File: src/rtl/micro_sequencer.sv
// Sequential front end of the control unit: instruction register, microstep
// counter, latched ALU flags, run/pause/single-step control and halt/fault status.
module micro_sequencer #(
    parameter int unsigned INSTRUCTION_WIDTH = 16,
    parameter int unsigned INSTRUCTION_STEPS = 32,
    parameter int unsigned RETIRED_WIDTH     = 32,
    localparam int unsigned STEP_WIDTH       = $clog2(INSTRUCTION_STEPS)
) (
    input  logic                         i_clk,
    input  logic                         i_reset,
    input  logic [INSTRUCTION_WIDTH-1:0] i_bus,
    input  logic                         i_ii,
    input  logic                         i_el,
    input  logic                         i_adv,
    input  logic                         i_hlt,
    input  logic                         i_alu_zero,
    input  logic                         i_alu_carry,
    input  logic                         i_alu_odd,
    input  logic                         i_run,
    input  logic                         i_step_req,
    output logic [INSTRUCTION_WIDTH-1:0] o_instruction,
    output logic [STEP_WIDTH-1:0]        o_step,
    output logic                         o_zero,
    output logic                         o_carry,
    output logic                         o_odd,
    output logic                         o_cycle_en,
    output logic                         o_halted,
    output logic                         o_fault,
    output logic [RETIRED_WIDTH-1:0]     o_retired
);

    typedef enum logic [1:0] {
        PAUSE = 2'd0,
        RUN   = 2'd1,
        HALT  = 2'd2
    } state_t;

    localparam logic [STEP_WIDTH-1:0] LAST_STEP = STEP_WIDTH'(INSTRUCTION_STEPS - 1);

    state_t state_q;
    state_t state_d;
    logic   step_req_q;
    logic   step_pulse;
    logic   last_step;

    // State register
    always_ff @(posedge i_clk) begin
        if (i_reset) begin
            state_q <= PAUSE;
        end else begin
            state_q <= state_d;
        end
    end

    // Next state and cycle enable
    always_comb begin
        state_d    = state_q;
        step_pulse = i_step_req & ~step_req_q;
        last_step  = (o_step == LAST_STEP);
        o_cycle_en = (state_q == RUN) | ((state_q == PAUSE) & step_pulse);

        case (state_q)
            PAUSE:   if (i_run)  state_d = RUN;
            RUN:     if (!i_run) state_d = PAUSE;
            default: state_d = HALT;
        endcase

        // A committed halt or a step overflow wins over run/pause tracking
        if (o_cycle_en && (i_hlt || (!i_adv && last_step))) begin
            state_d = HALT;
        end
    end

    // Datapath registers, all gated by the cycle enable
    always_ff @(posedge i_clk) begin
        if (i_reset) begin
            step_req_q    <= 1'b0;
            o_instruction <= '0;
            o_step        <= '0;
            o_zero        <= 1'b0;
            o_carry       <= 1'b0;
            o_odd         <= 1'b0;
            o_halted      <= 1'b0;
            o_fault       <= 1'b0;
            o_retired     <= '0;
        end else begin
            step_req_q <= i_step_req;
            if (o_cycle_en) begin
                if (i_ii) begin
                    o_instruction <= i_bus;
                end
                if (i_el) begin
                    o_zero  <= i_alu_zero;
                    o_carry <= i_alu_carry;
                    o_odd   <= i_alu_odd;
                end
                if (i_hlt) begin
                    o_halted <= 1'b1;
                end else if (i_adv) begin
                    o_step    <= '0;
                    o_retired <= o_retired + RETIRED_WIDTH'(1);
                end else if (last_step) begin
                    o_fault  <= 1'b1;
                    o_halted <= 1'b1;
                end else begin
                    o_step <= o_step + STEP_WIDTH'(1);
                end
            end
        end
    end

endmodule

File: config.mk
export PLATFORM = sky130hd
export DESIGN_NAME = micro_sequencer
export DESIGN_NICKNAME = d
export VERILOG_FILES = /design/src/rtl/micro_sequencer.sv
export SDC_FILE = /design/constraint.sdc
export NUM_CORES = 1
export LEC_CHECK = 0
export BUFFER_PORTS_ARGS = -buffer_cell sky130_fd_sc_hd__buf_2
export CORE_ASPECT_RATIO = 0.9
export CORE_UTILIZATION = 45
export CTS_BUF_LIST = sky130_fd_sc_hd__clkbuf_2 sky130_fd_sc_hd__clkbuf_4 sky130_fd_sc_hd__clkbuf_8
export DETAILED_ROUTE_END_ITERATION = 7
export GPL_TIMING_DRIVEN = 0
export PLACE_DENSITY = 0.84
export SLEW_MARGIN = 30
export SYNTH_ARGS = -nofsm -noshare
export SYNTH_HDL_FRONTEND = slang
export SYNTH_SLANG_ARGS = --single-unit
export TNS_END_PERCENT = 10
File: constraint.sdc
create_clock -name i_clk -period 1.9 [get_ports i_clk]
set_input_delay 0.095 -clock i_clk [delete_from_list [all_inputs] [get_ports i_clk]]
set_output_delay 0.095 -clock i_clk [all_outputs]
set_load 0.1 [all_outputs]
Word-level counts from Yosys, hierarchy flattened. Index checks and enable logic that the tools add are counted.

$add $sub $neg: 2. Equality and inequality tests: 8. Bitwise operators: 6. Reductions and logical operators: 15. Multiplexer cells: 9.

Operator list (number): $add A32 B1 Y32 const B (1); $mux W5 (2); $reduce_and A3 Y1 (3); $reduce_and A2 Y1 (4); $mux W2 (3); $ne A2 B2 Y1 const B (3); $ne A3 B2 Y1 const B (2); $add A5 B1 Y5 const B (1); $eq A5 B5 Y1 const B (1); $pmux W2 S2 (1); $reduce_and A4 Y1 (1); $mux W1 (3); $not A1 Y1 (3); $and A1 B1 Y1 (2); $eq A2 B1 Y1 const B (1); $logic_and A1 B1 Y1 (2); $logic_not A2 Y1 (1); $ne A2 B1 Y1 const B (1); $reduce_bool A2 Y1 (1); $reduce_or A2 Y1 (1); $logic_not A1 Y1 (1); $logic_or A1 B1 Y1 (1); $or A1 B1 Y1 (1).

Register bits: 61. Logic and storage cells: 51. Bits of input ports: 27. Output and inout bits: 59.

Logic depth before layout (Yosys ltp). Gate-level depths: netlist of run 1.

Depth in word-level cells: 7. Mapped depth: 8. Gate-level depth less buffers: 8.

Worst setup path before layout of run 1. Ideal clock, no wire load.

Path type: reg-to-reg. Start: reg o_step[0]. End: reg o_step[3]. Setup time: 0.067 ns. Cell stages (with the launch flop): 9. Path buffers: 0. Arrival time: 2.612 ns. Required time: 1.833 ns. Clock period less this slack: 2.679 ns. Setup slack: -0.779 ns. Cell sequence: dfxtp_1 ha_1 and3_1 ha_1 nor2b_1 a2111oi_2 nand4_1 xor2_1 nor2_1.

Word-level cells in the longest chain between the ends: 3. Elaborated cells between the ends (all ways): 6. Those cells by class: add/sub (1); eq/ne (2); mux (2); reduce/logical (1).

Ends and longest elaborated chain: start: declaration (line 22) `output logic [STEP_WIDTH-1:0] o_step,`; start signal: assignment (line 106) `o_step <= o_step + STEP_WIDTH'(1);`; $add A5 B1 Y5 or $eq A5 B5 Y1 (tied branches) (line 106, 59); $mux W5 or $ne A2 B2 Y1 (tied branches); $mux W5 or $reduce_and A3 Y1 (tied branches).

Several ways; a longest one is shown, not always the timed one. The select of a mux whose other input is x is not followed. A chain may end at the register's enable or synchronous reset.

Final worst setup path of run 1.
Start: reg state_q[1]. End: reg o_retired[29].

Word-level cells in the longest chain between the ends: 4. Elaborated cells between the ends (all ways): 5. Those cells by class: eq/ne (1); bitwise (2); reduce/logical (2).

Ends and longest elaborated chain: start: declaration (line 40) `state_t state_q;`; start signal: assignment (line 51) `state_q <= state_d;`; $logic_not A2 Y1 (line 60) `o_cycle_en = (state_q == RUN) | ((state_q == PAUSE) & step_pulse);`; $and A1 B1 Y1 (line 60); $or A1 B1 Y1 (*) (line 60); $reduce_and A3 Y1 (no line) (*); end signal: assignment (line 101) `o_retired <= o_retired + RETIRED_WIDTH'(1);`; end: declaration (line 29) `output logic [RETIRED_WIDTH-1:0] o_retired`.

Every way passes the cells marked *; elsewhere a longest branch is shown, timed or not.

==> metrics.cfg, run 1 <==
[placed_design]
globalplace.congestion=0.801
post-place-ws_ns=-0.0564
placed_area_sq_um=3260
portBuffers=84
dpl.hpwl_um=4650

[final_layout]
regArea_sq_um=1310
final_cell_area_sq_um=3650
layout-drive-gt1-share_pct=36.2
area_growth_pct=40.6
nFillCells=454
antennaDiodeCount=0
nNetsFinal=450
multi_input_area_sq_um=1450

[grt]
overflow=0
grt_max_degree=12
antenna_found_initial=0
grt_usage_pct=23.3
first_global_vias=2404
grt_pass1_wl_um=10800

[die]
dieHeight_um=74.1
num_rows=25
die_area_sq_um=6080
core_sq_um=5410
io_pins=86
die_width_um=82.1
initial_core_util_pct=48.0

[critical_path]
critPathLaunch=state_q[1]$_SDFFE_PP0P_
start_kind=flop
worst_ep_arrival_time_ns=2.21
crit_fanout=9
cp.required_ns=2.17
crit_path_end_kind=flop
timing.rr.start=state_q[1]$_SDFFE_PP0P_
path_class=reg -> reg

[clock_tree]
cts-root-buf=clkbuf_8
cts_buffer_depth=2
cts_inserted_buffers=9
clk_latency_ns=0.34
cts_sinks=61
ctsHtreeMaxLevel=3
cts_tree=done
clkTransAtPathRegs_ns=0.07

[detailed_routing]
wl_per_cell_um=13.8
viasPerCell=5.35
drt_iter0_drc=125
drtAntennaViolNets=0
dr.pass1.iters=4
drc=0
vias=2632
drt_wl_total_um=6770

[power]
pwr_density_cell_nw_per_um2=759
ir_worst_vdd_mv=0.519
p_leak_uw=0.00151

[timing]
report.final.slew_viol_count=0
tightestPinTransition_ns=0.508
hold_violations=0
setup_tns_ns=-0.0487
relSlewSlack_pct=65.8
setup_viol=1
post-route-min-period_ns=1.95
fin_crit_sh_pct=103
finClkSkew_ns=0.0124
rsz0062_at_grt=yes
finalWorstSetupSlack_ns=-0.0487
clock.fmax_ghz=0.513

[yosys]
synthArstFlopShare_pct=0
synth_flop_cell=dfxtp_1
synth_edf_count=0
synth_area_sq_um=2600
yosys-top-cells-area=dfxtp_1 (47%), nand2_1 (7.7%), a21oi_1 (5.8%)
synthCells=311
synth_area_leader_cell=dfxtp_1
syn_nets=341
yosysMostFrequentCell=dfxtp_1
ys_seq_area_share_pct=47.0
yosys.area.top_type_share_pct=47.0
syn_area_per_cell_sq_um=8.36
synth_seq_cells=61
yosysUniqueCellTypes=33
yosysWarnings=0
synthTopCellsByCount=dfxtp_1 (61), nand2_1 (53), nor2_1 (34)

[hold_path]
hold_class=in -> reg
hold_path_startpoint=i_alu_carry

[outcome]
violations=setup timing
status=complete, but fails checks

[job]
drv_cap=0

==> critical path, stage by stage, from the launching register on <==
cell and delay [ns]:
dfxtp_2 0.36, nor3b_2 0.20, o211ai_1 0.19, or3_1 0.39
buf_6 0.15, or4_1 0.43, a21oi_2 0.15
==> cells in the final DEF, fill, tap and decap left out, drive strengths merged, types with 2 or more instances in the layout <==
cell / n
a21oi: 30
and2: 3
and3: 9
and3b: 2
and4: 3
buf: 87
clkbuf: 23
clkinv: 2
dfxtp: 61
dlygate4sd3: 14
ha: 3
inv: 4
mux2i: 4
nand2: 54
nand2b: 2
nand3: 4
nand4: 14
nor2: 34
nor2b: 5
nor3: 8
nor4: 5
o2111ai: 2
o21ai: 9
o31ai: 2
or3: 10
or4: 2
xnor2: 14
xor2: 9
==> worst paths after layout <==
path	end	slack [ns]	depth (start not counted)
setup / recovery	o_retired[29]$_SDFFE_PP0P_	-0.05	6
hold / removal	o_carry$_SDFFE_PP0P_	0.02	3
setup reg to reg	o_retired[29]$_SDFFE_PP0P_	-0.05	6
hold reg to reg	o_instruction[10]$_SDFFE_PP0P_	0.45	2
==> layer usage <==
layer / track usage (%) / wire length (um) / vias up
li1: - / - / 1299
met1: 30.0 / 3030 / 1238
met2: 36.9 / 3290 / 79
met3: 5.15 / 296 / 16
met4: 11.5 / 156 / 0
met5: 0 / 0 / -
==> metrics by stage <==
step / std cells / power (uW) / hold slack (ns) / utilization, %
after floorplan: 311 / 1650 / 0.223 / -
after global placement: 462 / 1730 / 0.337 / 60.3
after detailed placement: 462 / 1740 / 0.341 / 60.3
after CTS: 492 / 2790 / 0.00366 / 66.6
after global routing: 492 / 2890 / 0.0133 / 67.5
final: 492 / 2770 / 0.0155 / 67.5
==> where the power goes <==
part / switching (uW) / internal (uW) / total [uW]
Sequential: 23.7 / 1290 / 1310
Combinational: 330 / 105 / 434
Clock: 494 / 535 / 1030
Total: 847 / 1930 / 2770
==> kinds of logic (layout without fill, tap and decap cells) <==
group                    after synthesis  in the layout  share of synthesized area (%)
AND/OR/NAND/NOR                      157            157                           29.8
XOR/XNOR                              23             23                           7.75
multiplexers                           4              4                           1.54
flip-flops                            61             61                           47.0
adder cells (fa/ha/maj)                3              3                           1.44
buffers and inverters                 16            130                           2.36
AO/OA/AOI/OAI                         47             47                           10.2
==> cell type report <==
class                           instances  area share, %
Tap cell                               67           2.29
Timing Repair Buffer                   99           15.7
Inverter                                2          0.205
Multi-Input combinational cell        234           39.5
Buffer                                 13           1.68
Clock buffer                           12           4.18
Clock inverter                          4          0.616
Sequential cell                        61           35.8
==> state kept, by name, indices dropped and copies added (netlist names) <==
name	cells
o_retired	32
o_instruction	16
o_step	5
state_q	2
o_carry	1
o_fault	1
o_halted	1
o_odd	1
o_zero	1
step_req_q	1
==> repair_timing <==
item	in CTS	in global routing
endpoints found under the setup margin	13	31
pin swaps	2	2
hold buffers	14	0
gates resized for setup	7	11
buffers inserted	0	1
cloned	0	0
hold endpoints to repair	14	0
Power figures use the tool's default switching activity.
==> run 2: changes to the inputs <==
--- a/config.mk
+++ b/config.mk
@@ -11,6 +11,7 @@
 export CTS_BUF_LIST = sky130_fd_sc_hd__clkbuf_2 sky130_fd_sc_hd__clkbuf_4 sky130_fd_sc_hd__clkbuf_8
 export DETAILED_ROUTE_END_ITERATION = 7
 export GPL_TIMING_DRIVEN = 0
+export MAX_ROUTING_LAYER = met4
 export PLACE_DENSITY = 0.84
 export SLEW_MARGIN = 30
 export SYNTH_ARGS = -nofsm -noshare
==> run 2 against run 1 <==
- critical path depth unchanged
- register-to-register slack hardly changed
- sequential power is essentially flat
- power decreased by 0.11%
- clock-buffer cell count did not move
- global-route usage rose by 0.93 points
- first-iteration DRC count is 1.6% lower
- largest power group unchanged
- the flow still finishes with violations (setup timing)
- combinational power hardly changed
- via count shrank 0.23%
- highest routed layer unchanged
==> metrics.cfg, run 2 (synthesis results as in run 1) <==
[placed_design]
portBuffers=84  ; unchanged
dpl.hpwl_um=4650  ; unchanged
globalplace.congestion=0.813  ; +1.4%

[die]
num_rows=25  ; unchanged
core_sq_um=5410  ; unchanged
dieHeight_um=74.1  ; unchanged
initial_core_util_pct=48.0  ; unchanged
die_width_um=82.1  ; unchanged
die_area_sq_um=6080  ; unchanged
io_pins=86  ; unchanged

[final_layout]
postLayoutCoreUtil_pct=67.5  ; unchanged
top_regs=o_retired (32), o_instruction (16), o_step (5)
largest_register_ff_count=32  ; unchanged
multi_input_area_sq_um=1450  ; unchanged
final_cell_mix=buf_2 (84), nand2_1 (53), nor2_1 (34), dfxtp_1 (30), a21oi_1 (29)
regMostFlops=o_retired
layout-drive-gt1-share_pct=36.2  ; unchanged
nNetsFinal=450  ; unchanged
area_growth_pct=40.6  ; unchanged
regArea_sq_um=1310  ; unchanged
nFillCells=454  ; unchanged
antennaDiodeCount=0  ; unchanged
final_common_cell=buf_2

[power]
finalPower_uw=2770  ; -0.11%
ir_worst_vdd_mv=0.518  ; about the same
p_leak_uw=0.00151  ; unchanged
pwr_density_cell_nw_per_um2=758  ; -0.11%

[hold_path]
hold_path_startpoint=i_alu_carry
holdPathStages=3  ; unchanged
min_to=o_carry$_SDFFE_PP0P_
hold_class=in -> reg

[clock_tree]
cts_tree=done
clkTransAtPathRegs_ns=0.07  ; about the same
clk_latency_ns=0.34  ; about the same
cts_buffer_depth=2  ; unchanged
cts-root-buf=clkbuf_8
cts_inserted_buffers=9  ; unchanged
ctsHtreeMaxLevel=3  ; unchanged
cts_sinks=61  ; unchanged

[detailed_routing]
viasPerCell=5.34  ; -0.23%
wl_per_cell_um=13.7  ; -0.21%
drc=0  ; unchanged
drt_iter0_drc=123  ; -1.6%
drtAntennaViolNets=0  ; unchanged
vias=2626  ; -0.23%
dr.pass1.iters=4  ; unchanged
drt_wl_total_um=6760  ; -0.21%

[critical_path]
regToRegSetupSlack_ns=-0.05  ; about the same
worst_ep_arrival_time_ns=2.22  ; about the same
start_kind=flop
crit_fanout=9  ; unchanged
rr_endpoint=o_retired[29]$_SDFFE_PP0P_
crit_path_end_kind=flop
cp.required_ns=2.16  ; about the same
r2r_cells=6  ; unchanged
path_class=reg -> reg
timing.rr.start=state_q[1]$_SDFFE_PP0P_

[timing]
clock.fmax_ghz=0.512  ; -0.24%
finClkSkew_ns=0.0124  ; +0.00000180 ns
relSlewSlack_pct=65.8  ; about the same
rsz0062_at_grt=yes
finalWorstSetupSlack_ns=-0.0532  ; -0.00459 ns
report.final.slew_viol_count=0  ; unchanged
fin_crit_sh_pct=103  ; +0.24 points
setup_viol=1  ; unchanged
hold_violations=0  ; unchanged
post-route-min-period_ns=1.95  ; +0.00459 ns
tightestPinTransition_ns=0.507  ; -0.000552 ns

[grt]
grt_pass1_wl_um=10800  ; +0.38%
overflow=0  ; unchanged
antenna_found_initial=0  ; unchanged
grt_usage_pct=24.3  ; +0.93 points
grt_max_degree=12  ; unchanged
first_global_vias=2404  ; unchanged

[job]
drv_cap=0  ; unchanged

[outcome]
violations=setup timing
status=complete, but fails checks

==> run 2: per-layer routing <==
layer / share of wire [%] / GRT usage, % / up-vias / routed length (um)
li1: - / - / 1299 / -
met1: 45 / 30.1 / 1227 / 3030
met2: 48 / 36.9 / 85 / 3260
met3: 4.6 / 5.89 / 15 / 310
met4: 2.4 / 11.5 / 0 / 161
met5: 0 / - / - / 0
==> run 2: stage by stage <==
stage	TNS, ns	cell area, sq um	setup WS [ns]	instances	hold slack (ns)
finish	-0.0532	3650	-0.0532	492	0.0174
global route	-0.696	3650	-0.148	492	0.00796
CTS	-0.0514	3600	-0.0261	492	0.00366
detailed placement	-0.224	3260	-0.0564	462	0.341
global placement	-0.00291	3260	-0.00291	462	0.337
floorplan	-1.30	2760	-0.184	311	0.223
==> run 2: repair_timing <==
action,CTS,global route
endpoints found under the hold margin,14,0
hold buffers,14,0
pin swaps,2,2
resized for setup,7,11
setup buffers,0,1
endpoints found under the setup margin,13,31
==> run 2: worst max-delay path by stage <==
| stage | from | endpoint | slack [ns] | cells after the start |
|---|---|---|---|---|
| final | state_q[1]$_SDFFE_PP0P_ | o_retired[29]$_SDFFE_PP0P_ | -0.05 | 6 |
| after global routing | state_q[1]$_SDFFE_PP0P_ | o_retired[29]$_SDFFE_PP0P_ | -0.15 | 6 |
| after CTS | state_q[1]$_SDFFE_PP0P_ | o_retired[29]$_SDFFE_PP0P_ | -0.03 | 6 |
| after detailed placement | o_retired[0]$_SDFFE_PP0P_ | o_retired[16]$_SDFFE_PP0P_ | -0.06 | 6 |
| after global placement | o_retired[0]$_SDFFE_PP0P_ | o_retired[16]$_SDFFE_PP0P_ | -0.003 | 6 |
| after floorplan | o_retired[19]$_SDFFE_PP0P_ | o_retired[28]$_SDFFE_PP0P_ | -0.18 | 5 |
==> run 2: cell type report <==
| cell class | instances | area share, % |
|---|---|---|
| clock inverter | 4 | 0.616 |
| clock buffer | 12 | 4.18 |
| timing repair buffer | 99 | 15.7 |
| multi-input combinational | 234 | 39.5 |
| inverter | 2 | 0.205 |
| sequential | 61 | 35.8 |
| tap | 67 | 2.29 |
| buffer | 13 | 1.68 |
==> run 2: critical path: stages, from the launching register on <==
cell and delay [ns]:
dfxtp_2 0.36, nor3b_2 0.20, o211ai_1 0.19, or3_1 0.40
buf_6 0.15, or4_1 0.43, a21oi_2 0.15
==> run 2: power by group <==
part / switching, uW / total, uW / internal (uW)
Sequential: 23.8 / 1310 / 1290
Clock: 491 / 1030 / 535
Combinational: 329 / 434 / 105
Total: 844 / 2770 / 1930
==> run 3: changes to the inputs <==
--- a/config.mk
+++ b/config.mk
@@ -6,9 +6,9 @@
 export NUM_CORES = 1
 export LEC_CHECK = 0
 export BUFFER_PORTS_ARGS = -buffer_cell sky130_fd_sc_hd__buf_2
+export CAP_MARGIN = 20
 export CORE_ASPECT_RATIO = 0.9
 export CORE_UTILIZATION = 45
-export CTS_BUF_LIST = sky130_fd_sc_hd__clkbuf_2 sky130_fd_sc_hd__clkbuf_4 sky130_fd_sc_hd__clkbuf_8
 export DETAILED_ROUTE_END_ITERATION = 7
 export GPL_TIMING_DRIVEN = 0
 export MAX_ROUTING_LAYER = met4
==> run 3 against run 2 <==
- the run still ends with setup timing left
- clock skew shrank 0.0019 ns
- die area is the same
- utilization is essentially flat
- register-to-register slack is essentially flat
- clock power shrank 4%
- final area is essentially flat
- via count shrank 0.34%
- flip-flop and latch count is the same
- sequential power is essentially flat
- clock-buffer cell count is the same
- global-route usage grew 0.080 points
- critical path type unchanged
- critical endpoint unchanged
- largest cell class unchanged
- highest routed layer unchanged
==> metrics.cfg, run 3 (synthesis results as in run 1) <==
[power]
finalPower_uw=2740  ; -1.1%
p_leak_uw=0.00151  ; -0.18%
pwr_density_cell_nw_per_um2=749  ; -1.2%
ir_worst_vdd_mv=0.518  ; -0.12%

[timing]
setup_tns_ns=-0.0598  ; -0.00655 ns
post-route-min-period_ns=1.96  ; +0.00655 ns
clock.fmax_ghz=0.510  ; -0.33%
rsz0062_at_grt=yes
report.final.slew_viol_count=0  ; unchanged
hold_violations=0  ; unchanged
finalWorstSetupSlack_ns=-0.0598  ; -0.00655 ns
fin_crit_sh_pct=103  ; +0.34 points
setup_viol=1  ; unchanged
relSlewSlack_pct=65.4  ; -0.37 points
finClkSkew_ns=0.0105  ; -0.00190 ns
hold_ws_ns=0.0169  ; -0.000471 ns
tightestPinTransition_ns=0.513  ; +0.00554 ns

[clock_tree]
clkTransAtPathRegs_ns=0.07  ; about the same
cts_inserted_buffers=9  ; unchanged
ctsHtreeMaxLevel=3  ; unchanged
cts_buffer_depth=2  ; unchanged
cts-root-buf=clkbuf_8
clk_latency_ns=0.34  ; about the same
cts_sinks=61  ; unchanged
cts_tree=done

[grt]
first_global_vias=2398  ; -0.25%
antenna_found_initial=0  ; unchanged
grt_pass1_wl_um=10900  ; +0.39%
grt_usage_pct=24.3  ; +0.080 points
overflow=0  ; unchanged
grt_max_degree=12  ; unchanged

[detailed_routing]
wl_per_cell_um=13.7  ; about the same
drt_wl_total_um=6780  ; +0.25%
viasPerCell=5.31  ; -0.54%
dr.pass1.iters=4  ; unchanged
drc=0  ; unchanged
drt_iter0_drc=110  ; -11%
drtAntennaViolNets=0  ; unchanged
vias=2617  ; -0.34%

[final_layout]
nNetsFinal=451  ; +0.22%
top_regs=o_retired (32), o_instruction (16), o_step (5)
regMostFlops=o_retired
antennaDiodeCount=0  ; unchanged
largest_register_ff_count=32  ; unchanged
final_cell_area_sq_um=3660  ; about the same
area_growth_pct=40.7  ; about the same
nFillCells=455  ; +0.22%
layout-drive-gt1-share_pct=35.7  ; -0.55 points
final_common_cell=buf_2
final_cell_mix=buf_2 (84), nand2_1 (53), nor2_1 (34), dfxtp_1 (30), a21oi_1 (29)

[critical_path]
start_kind=flop
worst_ep_arrival_time_ns=2.22  ; about the same
path_class=reg -> reg
crit_fanout=9  ; unchanged
cp.required_ns=2.16  ; about the same
crit_path_end_kind=flop

[die]
die_area_sq_um=6080  ; unchanged
initial_core_util_pct=48.0  ; unchanged
dieHeight_um=74.1  ; unchanged
io_pins=86  ; unchanged
die_width_um=82.1  ; unchanged
core_sq_um=5410  ; unchanged
num_rows=25  ; unchanged

[job]
drv_cap=0  ; unchanged

[hold_path]
hold_class=in -> reg

[outcome]
status=complete, but fails checks
violations=setup timing

[placed_design]
dpl.hpwl_um=4650  ; unchanged
portBuffers=84  ; unchanged
placed_area_sq_um=3260  ; unchanged
globalplace.congestion=0.813  ; unchanged

-- run 3: cell types whose count changed in the layout (fill, tap and decap cells not counted), sizes merged --
cell         before  now
dlygate4sd3      14   15
-- run 3: critical path, cell delays in order (launching register included) --
cell and delay [ns]:
dfxtp_2 0.36, nor3b_2 0.20, o211ai_1 0.19, or3_1 0.40, buf_6 0.15, or4_1 0.44, a21oi_2 0.15
-- run 3: path summary, 6_finish.rpt --
| check | start | endpoint | slack (ns) | cells after the start |
|---|---|---|---|---|
| worst max register to register | state_q[1]$_SDFFE_PP0P_ | o_retired[29]$_SDFFE_PP0P_ | -0.06 | 6 |
| worst max-delay path | state_q[1]$_SDFFE_PP0P_ | o_retired[29]$_SDFFE_PP0P_ | -0.06 | 6 |
| worst min register to register | o_instruction[10]$_SDFFE_PP0P_ | o_instruction[10]$_SDFFE_PP0P_ | 0.45 | 2 |
| worst min-delay path | i_alu_carry | o_carry$_SDFFE_PP0P_ | 0.02 | 3 |
-- run 3: what timing repair did --
action	CTS	global route
buffers inserted	0	1
pin swaps	3	1
setup endpoints to repair	12	28
hold endpoints to repair	15	0
gates resized for setup	7	11
hold buffers	15	0
-- run 3: cell type report --
class                      instances  area, sq um  area share (%)
inverter                           2         7.51           0.205
clock buffer                      12          145            3.97
multi-input combinational        234         1450            39.5
sequential                        61         1310            35.8
tap                               67         83.8            2.29
clock inverter                     4         22.5           0.616
buffer                            13         61.3            1.68
timing repair buffer             100          584            16.0
-- run 3: power by group --
part	total (uW)	switching, uW	internal, uW
Sequential	1310	23.8	1290
Combinational	436	330	106
Clock	993	487	506
-- run 3: through the flow --
stage / utilization [%] / instances / setup WS [ns]
floorplan: - / 311 / -0.184
global placement: 60.3 / 462 / -0.00291
detailed placement: 60.3 / 462 / -0.0564
CTS: 66.6 / 493 / -0.0270
global route: 67.6 / 493 / -0.148
finish: 67.6 / 493 / -0.0598
-- run 3: routing by layer --
layer | track usage, % | vias to the layer above | routed length, um
li1 | - | 1297 | -
met1 | 30.1 | 1218 | 3100
met2 | 37.2 | 86 | 3230
met3 | 5.89 | 16 | 281
met4 | 11.5 | 0 | 165
met5 | - | - | 0
